===== config.mk =====
export PLATFORM = sky130hd
export DESIGN_NAME = uart_tx_fifo_flat
export DESIGN_NICKNAME = d
export VERILOG_FILES = /design/src/rtl/uart_tx_fifo_if.sv /design/src/rtl/uart_tx_fifo.sv /design/src/flat_wrapper.sv
export SDC_FILE = /design/constraint.sdc
export NUM_CORES = 1
export LEC_CHECK = 0
export CORE_MARGIN = 8
export CORE_UTILIZATION = 54
export CTS_CLUSTER_SIZE = 14
export DETAILED_ROUTE_END_ITERATION = 7
export GPL_ROUTABILITY_DRIVEN = 0
export PLACE_DENSITY = 0.76
export RECOVER_POWER = 25
export SLEW_MARGIN = 20
export SYNTH_ARGS = -nofsm -noshare
export SYNTH_HDL_FRONTEND = slang
export SYNTH_SLANG_ARGS = --single-unit

===== constraint.sdc =====
create_clock -name clock -period 2.9 [get_ports clock]
set_input_delay 0.87 -clock clock [delete_from_list [all_inputs] [get_ports clock]]
set_output_delay 0.87 -clock clock [all_outputs]
set_load 0.1 [all_outputs]

===== src/rtl/uart_tx_fifo_if.sv =====
// Handshake bundle between the register block / uart_tx and the transmit FIFO.
// The master side drives the strobes; the slave side is the FIFO itself.
`timescale 1ns/1ps
interface uart_tx_fifo_if #(
    parameter int DEPTH  = 16,
    parameter int ADDR_W = 4
);
    logic              uart_en;
    logic              wr_en;
    logic [7:0]        wr_data;
    logic              clr_ovf;
    logic              tx_done;
    logic              start_tx;
    logic [7:0]        data_in;
    logic              fifo_full;
    logic              fifo_empty;
    logic [ADDR_W:0]   fifo_count;
    logic              overflow;
    logic              busy;

    modport master (
        output uart_en, wr_en, wr_data, clr_ovf, tx_done,
        input  start_tx, data_in, fifo_full, fifo_empty, fifo_count, overflow, busy
    );

    modport slave (
        input  uart_en, wr_en, wr_data, clr_ovf, tx_done,
        output start_tx, data_in, fifo_full, fifo_empty, fifo_count, overflow, busy
    );
endinterface


===== src/rtl/uart_tx_fifo.sv =====
// Byte FIFO in front of uart_tx: queues register writes and launches one byte per
// tx_done, with count-based full/empty and a sticky overflow flag.
`timescale 1ns/1ps
module uart_tx_fifo #(
    parameter int DEPTH  = 16,
    parameter int ADDR_W = 4
) (
    input  logic          clock,
    input  logic          resetn,
    uart_tx_fifo_if.slave bus
);
    typedef enum logic [1:0] {
        ST_IDLE  = 2'd0,
        ST_START = 2'd1,
        ST_WAIT  = 2'd2
    } state_t;

    localparam logic [ADDR_W:0]   CNT_FULL = (ADDR_W+1)'(DEPTH);
    localparam logic [ADDR_W:0]   CNT_ZERO = (ADDR_W+1)'(0);
    localparam logic [ADDR_W:0]   CNT_ONE  = (ADDR_W+1)'(1);
    localparam logic [ADDR_W-1:0] PTR_ZERO = ADDR_W'(0);
    localparam logic [ADDR_W-1:0] PTR_ONE  = ADDR_W'(1);

    logic [7:0]        r_mem [DEPTH];
    logic [ADDR_W-1:0] r_wr_ptr;
    logic [ADDR_W-1:0] r_rd_ptr;
    logic [ADDR_W:0]   r_count;
    state_t            r_state;
    state_t            w_state_nxt;
    logic              r_start_tx;
    logic [7:0]        r_data_in;
    logic              r_overflow;
    logic              w_full;
    logic              w_empty;
    logic              w_push;
    logic              w_pop;
    logic              w_ovf_set;

    // Status decode and push/pop qualification; full is the registered count, so a same-cycle pop never frees room
    always_comb begin
        w_full    = (r_count == CNT_FULL);
        w_empty   = (r_count == CNT_ZERO);
        w_push    = bus.uart_en & bus.wr_en & ~w_full;
        w_ovf_set = bus.uart_en & bus.wr_en & w_full;
        w_pop     = bus.uart_en & (r_state == ST_IDLE) & ~w_empty;
    end

    // Launch sequencer next-state: disabling the UART always forces IDLE
    always_comb begin
        w_state_nxt = r_state;
        if (!bus.uart_en) begin
            w_state_nxt = ST_IDLE;
        end else begin
            case (r_state)
                ST_IDLE:  w_state_nxt = w_pop ? ST_START : ST_IDLE;
                ST_START: w_state_nxt = ST_WAIT;
                ST_WAIT:  w_state_nxt = bus.tx_done ? ST_IDLE : ST_WAIT;
                default:  w_state_nxt = ST_IDLE;
            endcase
        end
    end

    // Sequencer state register
    always_ff @(posedge clock) begin
        if (!resetn) begin
            r_state <= ST_IDLE;
        end else begin
            r_state <= w_state_nxt;
        end
    end

    // Storage array, intentionally not reset
    always_ff @(posedge clock) begin
        if (resetn && w_push) begin
            r_mem[r_wr_ptr] <= bus.wr_data;
        end
    end

    // Pointers, occupancy, launch pulse, output byte and sticky overflow
    always_ff @(posedge clock) begin
        if (!resetn) begin
            r_wr_ptr   <= PTR_ZERO;
            r_rd_ptr   <= PTR_ZERO;
            r_count    <= CNT_ZERO;
            r_start_tx <= 1'b0;
            r_data_in  <= 8'h00;
            r_overflow <= 1'b0;
        end else begin
            r_start_tx <= w_pop;
            if (w_pop) begin
                r_data_in <= r_mem[r_rd_ptr];
            end
            if (w_ovf_set) begin
                r_overflow <= 1'b1;
            end else if (bus.clr_ovf) begin
                r_overflow <= 1'b0;
            end
            if (!bus.uart_en) begin
                r_wr_ptr <= PTR_ZERO;
                r_rd_ptr <= PTR_ZERO;
                r_count  <= CNT_ZERO;
            end else begin
                if (w_push) begin
                    r_wr_ptr <= r_wr_ptr + PTR_ONE;
                end
                if (w_pop) begin
                    r_rd_ptr <= r_rd_ptr + PTR_ONE;
                end
                case ({w_push, w_pop})
                    2'b10:   r_count <= r_count + CNT_ONE;
                    2'b01:   r_count <= r_count - CNT_ONE;
                    default: r_count <= r_count;
                endcase
            end
        end
    end

    assign bus.start_tx   = r_start_tx;
    assign bus.data_in    = r_data_in;
    assign bus.fifo_full  = w_full;
    assign bus.fifo_empty = w_empty;
    assign bus.fifo_count = r_count;
    assign bus.overflow   = r_overflow;
    assign bus.busy       = (r_state != ST_IDLE) | ~w_empty;
endmodule

===== src/flat_wrapper.sv =====
// flat-port wrapper written by rule: the top's interface ports become plain ports
module uart_tx_fifo_flat 
#(
    parameter int DEPTH  = 16,
    parameter int ADDR_W = 4
)
  (clock, resetn, bus_uart_en, bus_wr_en, bus_wr_data, bus_clr_ovf, bus_tx_done, bus_start_tx, bus_data_in, bus_fifo_full, bus_fifo_empty, bus_fifo_count, bus_overflow, bus_busy);
  uart_tx_fifo_if #(.DEPTH(DEPTH), .ADDR_W(ADDR_W)) bus_i ();
  input  logic clock;
  input  logic resetn;
  input wire logic [$bits(bus_i.uart_en)-1:0] bus_uart_en;
  input wire logic [$bits(bus_i.wr_en)-1:0] bus_wr_en;
  input wire logic [$bits(bus_i.wr_data)-1:0] bus_wr_data;
  input wire logic [$bits(bus_i.clr_ovf)-1:0] bus_clr_ovf;
  input wire logic [$bits(bus_i.tx_done)-1:0] bus_tx_done;
  output wire logic [$bits(bus_i.start_tx)-1:0] bus_start_tx;
  output wire logic [$bits(bus_i.data_in)-1:0] bus_data_in;
  output wire logic [$bits(bus_i.fifo_full)-1:0] bus_fifo_full;
  output wire logic [$bits(bus_i.fifo_empty)-1:0] bus_fifo_empty;
  output wire logic [$bits(bus_i.fifo_count)-1:0] bus_fifo_count;
  output wire logic [$bits(bus_i.overflow)-1:0] bus_overflow;
  output wire logic [$bits(bus_i.busy)-1:0] bus_busy;
  assign bus_i.uart_en = bus_uart_en;
  assign bus_i.wr_en = bus_wr_en;
  assign bus_i.wr_data = bus_wr_data;
  assign bus_i.clr_ovf = bus_clr_ovf;
  assign bus_i.tx_done = bus_tx_done;
  assign bus_start_tx = bus_i.start_tx;
  assign bus_data_in = bus_i.data_in;
  assign bus_fifo_full = bus_i.fifo_full;
  assign bus_fifo_empty = bus_i.fifo_empty;
  assign bus_fifo_count = bus_i.fifo_count;
  assign bus_overflow = bus_i.overflow;
  assign bus_busy = bus_i.busy;
  uart_tx_fifo #(.DEPTH(DEPTH), .ADDR_W(ADDR_W)) u_core (.clock(clock), .resetn(resetn), .bus(bus_i));
endmodule

# Word level (Yosys, flattened, before mapping)
# Memories as Yosys holds them, arrays and structs flattened. A register that Yosys moved wholly into a read port is not among the register bits.
# Cells that the tools add are included.
[word_totals]
rom_bits = 0
reg_bits = 17
ram_bits = 128
inputBits = 14
memories = 1
latchBits = 0
[classes]
div_mod_pow = 0
n_mux = 8
n_eq_ne = 5
reduce_logical = 8
n_shift = 0
n_mul = 0
order_cmp = 0
bitwise_logic = 8
addsub = 4
[mem_list]
columns = ["memory", "words", "width", "rd", "rd_clocked_by_memory_dff", "write_ports", "line_no", "source"]
rows = [
  ["u_core.r_mem", 16, 8, 1, 1, 1, "uart_tx_fifo.sv:24", "logic [7:0] r_mem [DEPTH];"],
]
[op_table]
columns = ["op", "count"]
rows = [
  ["5-bit case mux with 2 select lines", 1],
  ["4-bit by 1-bit adder with 4-bit output (second input constant)", 2],
  ["2-bit case mux with 3 select lines", 1],
  ["2-bit nonzero test", 3],
  ["5-bit by 1-bit adder with 5-bit output (second input constant)", 1],
  ["1-bit AND", 5],
  ["5-bit equality test (second input constant)", 1],
  ["5-bit logical NOT", 1],
  ["1-bit 2-to-1 mux", 5],
  ["5-bit by 1-bit subtractor with 5-bit output (second input constant)", 1],
  ["2-bit by 1-bit equality test with 1-bit output (second input constant)", 2],
  ["2-bit equality test (second input constant)", 2],
  ["2-bit logical NOT", 1],
  ["2-bit 2-to-1 mux", 1],
  ["1-bit NOT", 2],
  ["2-bit AND reduction", 1],
  ["1-bit logical AND", 1],
  ["1-bit logical NOT", 1],
  ["1-bit bitwise OR", 1],
]

# Logic depth before layout (Yosys ltp)
[depth]
ltp_word = 6
depth_mapped = 12
ltp_nobuf = 10

# Worst setup path before layout
# No wires, ideal clock.
[synth_timing]
kind = "register -> output"
from = "register u_core.r_count[1], in the netlist u_core.bus.fifo_count[1]"
to = "output bus_busy"
required_time_ps = 2030
stages_incl_launch_ff = 5
arrival_time_ps = 3831
path_buffers = 1
setup_slack_ps = -1801
path_cell_list = "dfxtp_1 -> buf_6 -> or4_4 -> nor2_1 -> nand2_1"
[synth_between]
elab_chain_cells = 3
[synth_lines]
columns = ["item", "line_no", "source"]
rows = [
  ["from (decl)", "uart_tx_fifo.sv:27", "logic [ADDR_W:0] r_count;"],
  ["from (signal assigned)", "uart_tx_fifo.sv:110", "2'b10: r_count <= r_count + CNT_ONE;"],
  ["from (signal assigned)", "uart_tx_fifo.sv:111", "2'b01: r_count <= r_count - CNT_ONE;"],
  ["from (signal assigned)", "uart_tx_fifo.sv:112", "default: r_count <= r_count;"],
  ["5-bit logical NOT", "uart_tx_fifo.sv:42", "w_empty = (r_count == CNT_ZERO);"],
  ["net bus_fifo_empty", "flat_wrapper.sv:19", "output wire logic [$bits(bus_i.fifo_empty)-1:0] bus_fifo_empty;"],
  ["1-bit NOT", "uart_tx_fifo.sv:124", "assign bus.busy = (r_state != ST_IDLE) | ~w_empty;"],
  ["1-bit bitwise OR", "uart_tx_fifo.sv:124", ""],
  ["to (decl)", "flat_wrapper.sv:22", "output wire logic [$bits(bus_i.busy)-1:0] bus_busy;"],
]
# The timed path passes the listed nets, and every way through them passes these cells.

# Worst setup path after layout
[layout_timing]
from = "input bus_uart_en"
to = "register u_core.r_count[4], in the netlist u_core.bus.fifo_count[4]"
[layout_between]
elab_chain_cells = 4
[layout_lines]
columns = ["item", "line_no", "source"]
rows = [
  ["from (decl)", "flat_wrapper.sv:11", "input wire logic [$bits(bus_i.uart_en)-1:0] bus_uart_en;"],
  ["1-bit AND (on tied branches) (2 in a row)", "uart_tx_fifo.sv:45, uart_tx_fifo.sv:43", ""],
  ["2-bit by 1-bit equality test with 1-bit output / 2-bit equality test (equally long branches)", "uart_tx_fifo.sv:109", "case ({w_push, w_pop})"],
  ["5-bit case mux with 2 select lines / 2-bit nonzero test (equally long branches)", "--", ""],
]
# Parallel ways exist; a longest one is shown, timed or not.
# A chain may end at the register's enable or synchronous reset.

==> reports/metrics.yaml <==
die_area_sq_mm: 0.0152
boundaryPins: 32
fin_area_sq_mm: 0.00737
crit_top_cell: "ha_1"
ctsHoldBuffers: 0
netlist_instances: 393
top_usage_layer: "met2"
row_count: 39
status: "finished clean"
synth-edff-count: 128
leakagePower_nw: 2.42
start_util: 0.549
syn_to_final_growth_pct: 18.6
crit_type: "primary input to register"
coreArea_sq_mm: 0.0113
cpLargestDelayFamily: "compound AO/OA/AOI/OAI gates"
yosysMostFrequentCell: "edfxtp_1"
ys_ff_latch: 153
root_buffer: "clkbuf_16"
tightestPinTransition_ns: 0.710
vias: 3607
hold_viol: 0
crit_slowest_cell: "clkdlybuf4s50_1"
async_reset_ff_frac: 0
period_share: 0.951
path_clk_slew_ns: 0.06
drive_above_1_share: 0.215
grt_use_met3: 0.0534
worst_path_largest_cell_delay_ns: 0.50
syn_avg_cell_area_sq_um: 15.8
required_ns: 3.24
fin_crit_ns: 2.76
ff_latch_area_sq_mm: 0.00435
clk_path_buf_depth: 2
synth_top_area_frac: 0.618
min-delay-path-class: "register to register"
rsz0062_at_grt: "no"
clk_latency_ns: 0.41
netlist_area_sq_mm: 0.00622
fp.dieH_um: 123
diodes: 0
ys_warn_count: 0
cts_sinks: 153
hpwl_um: 8390
synth-main-ff-cell: "edfxtp_1"
synth.distinct_cells: 46
synth.area.top_cells: "edfxtp_1 62%, dfxtp_1 8.0%, mux2i_1 8.0%"
finish.utilization: 0.651
max_slew_margin: 0.514
cp_num_buf_inv: 1
grt_use_met1: 0.217
synthTopCellsByCount: "128 x edfxtp_1, 50 x mux2i_1, 29 x nor2_1, 25 x dfxtp_1, 23 x o22ai_1"
postCtsSetupBuffers: 0
ctsResizeCount: 0
fmax_mhz: 363
start_kind: "primary input"
grt_max_degree: 33
wl_per_cell_um: 21.3
finish.cell_count_without_fillers: 604
timing.hold.ws_ns: 0.496
firstDrtPassIters: 5
wl_um: 12900
cts_made_buffers: 17
ant_nets: 0
synth_fp_nets: 415
use_met2: 0.294
yosys.area.top_type: "edfxtp_1"
setup_viol: 0
drv_cap: 0
clock_skew_ns: 0.00483
dp.cells: 574
layout.nets: 472
ys_seq_area_frac: 0.699
multi_input_comb_area_sq_mm: 0.00175
grt_pass1_vias: 3618
powerDensity_mw_per_mm2: 627
grt_pass1_wl_um: 19700
place_area_sq_mm: 0.00683
viasPerCell: 5.97
drc: 0
h-tree-depth: 4
chipWidth_um: 123
antenna_found_initial: 0
fill_cells: 769
drt-initial-drc-count: 365
finalMaxSlewViolations: 0
path_max_fanout: 3
irDropWorstVdd_mv: 0.506
crit_chain: "clkdlybuf4s50_1 > nor3b_1 > o21a_1 > ha_1 > xor2_1 > ha_1 > a21oi_2 > nand4b_1 > a31oi_1 > mux2i_1"
tns_ns: 0
critical_path_arrival_ns: 3.09
end_kind: "register"
grt.total_usage: 0.179
grt_overflow_total: 0
io_buffers: 31
cts_tree: "built"
## metal layers
metal / up-vias / part of all wire
met1: 1798 / 0.42
met2: 134 / 0.48
met3: 21 / 0.074
li1: 1654 / -
met5: - / 0
met4: 0 / 0.022
## final timing paths
check,start,to,slack (ns),depth (start not counted)
setup / recovery,bus_uart_en,u_core.bus.fifo_count[4],0.14,10
hold / removal,u_core.bus.overflow,u_core.bus.overflow,0.50,2
setup reg to reg,u_core.bus.fifo_count[0],u_core.bus.fifo_count[2],0.36,9
hold reg to reg,u_core.bus.overflow,u_core.bus.overflow,0.50,2
## per-stage QoR
step / power (W) / setup WS (ns)
after floorplan: 0.00258 / 0.00763
after detailed placement: 0.00268 / -0.245
after global placement: 0.00267 / -0.111
after CTS: 0.00465 / 0.0526
final: 0.00462 / 0.142
after global routing: 0.00475 / 0.00228
## power by group
group | internal (W) | switching [W] | total [W]
clock | 0.00116 | 0.000826 | 0.00199
combinational | 0.0000700 | 0.000157 | 0.000227
sequential | 0.00239 | 0.00000991 | 0.00240
## final cells by class
| type | count | area share |
|---|---|---|
| Multi-Input combinational cell | 210 | 0.237 |
| Sequential cell | 153 | 0.591 |
| Inverter | 5 | 0.00255 |
| Timing Repair Buffer | 63 | 0.0737 |
| Clock inverter | 12 | 0.0139 |
| Tap cell | 143 | 0.0243 |
| Clock buffer | 18 | 0.0582 |
## registers in the layout, indices dropped and copies added (netlist names)
register / flops
u_core.r_mem: 128
u_core.bus.overflow: 1
u_core.r_state: 2
u_core.r_wr_ptr: 4
u_core.bus.fifo_count: 5
u_core.bus.start_tx: 1
u_core.r_rd_ptr: 4
u_core.bus.data_in: 8
## kinds of logic (layout without fill, tap and decap cells)
| group | after synthesis | in the layout | share of synthesized area |
|---|---|---|---|
| DFF | 153 | 153 | 0.699 |
| xor gates and xnor gates | 10 | 10 | 0.0141 |
| muxes | 60 | 60 | 0.122 |
| adders and majority gates | 8 | 8 | 0.0161 |
| and+or+nand+nor | 70 | 70 | 0.0580 |
| buffers and inverters | 30 | 98 | 0.0258 |
| AOI/OAI and AO/OA | 62 | 62 | 0.0652 |
## worst register-to-register path, delay by kind of cell, from the launching register on
| family | cells | cell delay [ns] |
|---|---|---|
| fa+ha+maj | 2 | 0.42 |
| flops | 1 | 0.36 |
| xor+xnor | 2 | 0.25 |
| simple gates | 2 | 0.90 |
| compound gates | 3 | 0.53 |
## cell usage in the layout (no fill, tap or decap), types with 3 or more instances in the layout
| cell | netlist | final |
|---|---|---|
| a2111oi_0 | 5 | 5 |
| a21oi_1 | 8 | 7 |
| a22oi_1 | 3 | 3 |
| a31oi_1 | 4 | 4 |
| buf_12 | 0 | 3 |
| buf_4 | 0 | 47 |
| clkbuf_16 | 0 | 17 |
| clkdlybuf4s50_1 | 0 | 7 |
| clkinv_2 | 0 | 3 |
| dfxtp_1 | 25 | 19 |
| dfxtp_2 | 0 | 5 |
| dlygate4sd3_1 | 0 | 6 |
| edfxtp_1 | 128 | 128 |
| ha_1 | 8 | 8 |
| inv_1 | 5 | 5 |
| mux2i_1 | 50 | 50 |
| mux4_1 | 9 | 9 |
| nand2_1 | 4 | 3 |
| nand2b_1 | 3 | 3 |
| nand3_1 | 9 | 9 |
| nand3b_1 | 3 | 3 |
| nor2_1 | 29 | 28 |
| nor3_1 | 4 | 4 |
| o21ai_0 | 3 | 3 |
| o21ai_1 | 6 | 6 |
| o22ai_1 | 23 | 23 |
| or2_2 | 3 | 3 |
| xnor2_1 | 5 | 5 |
| xor2_1 | 5 | 5 |
(Power assumes the default switching activity.)
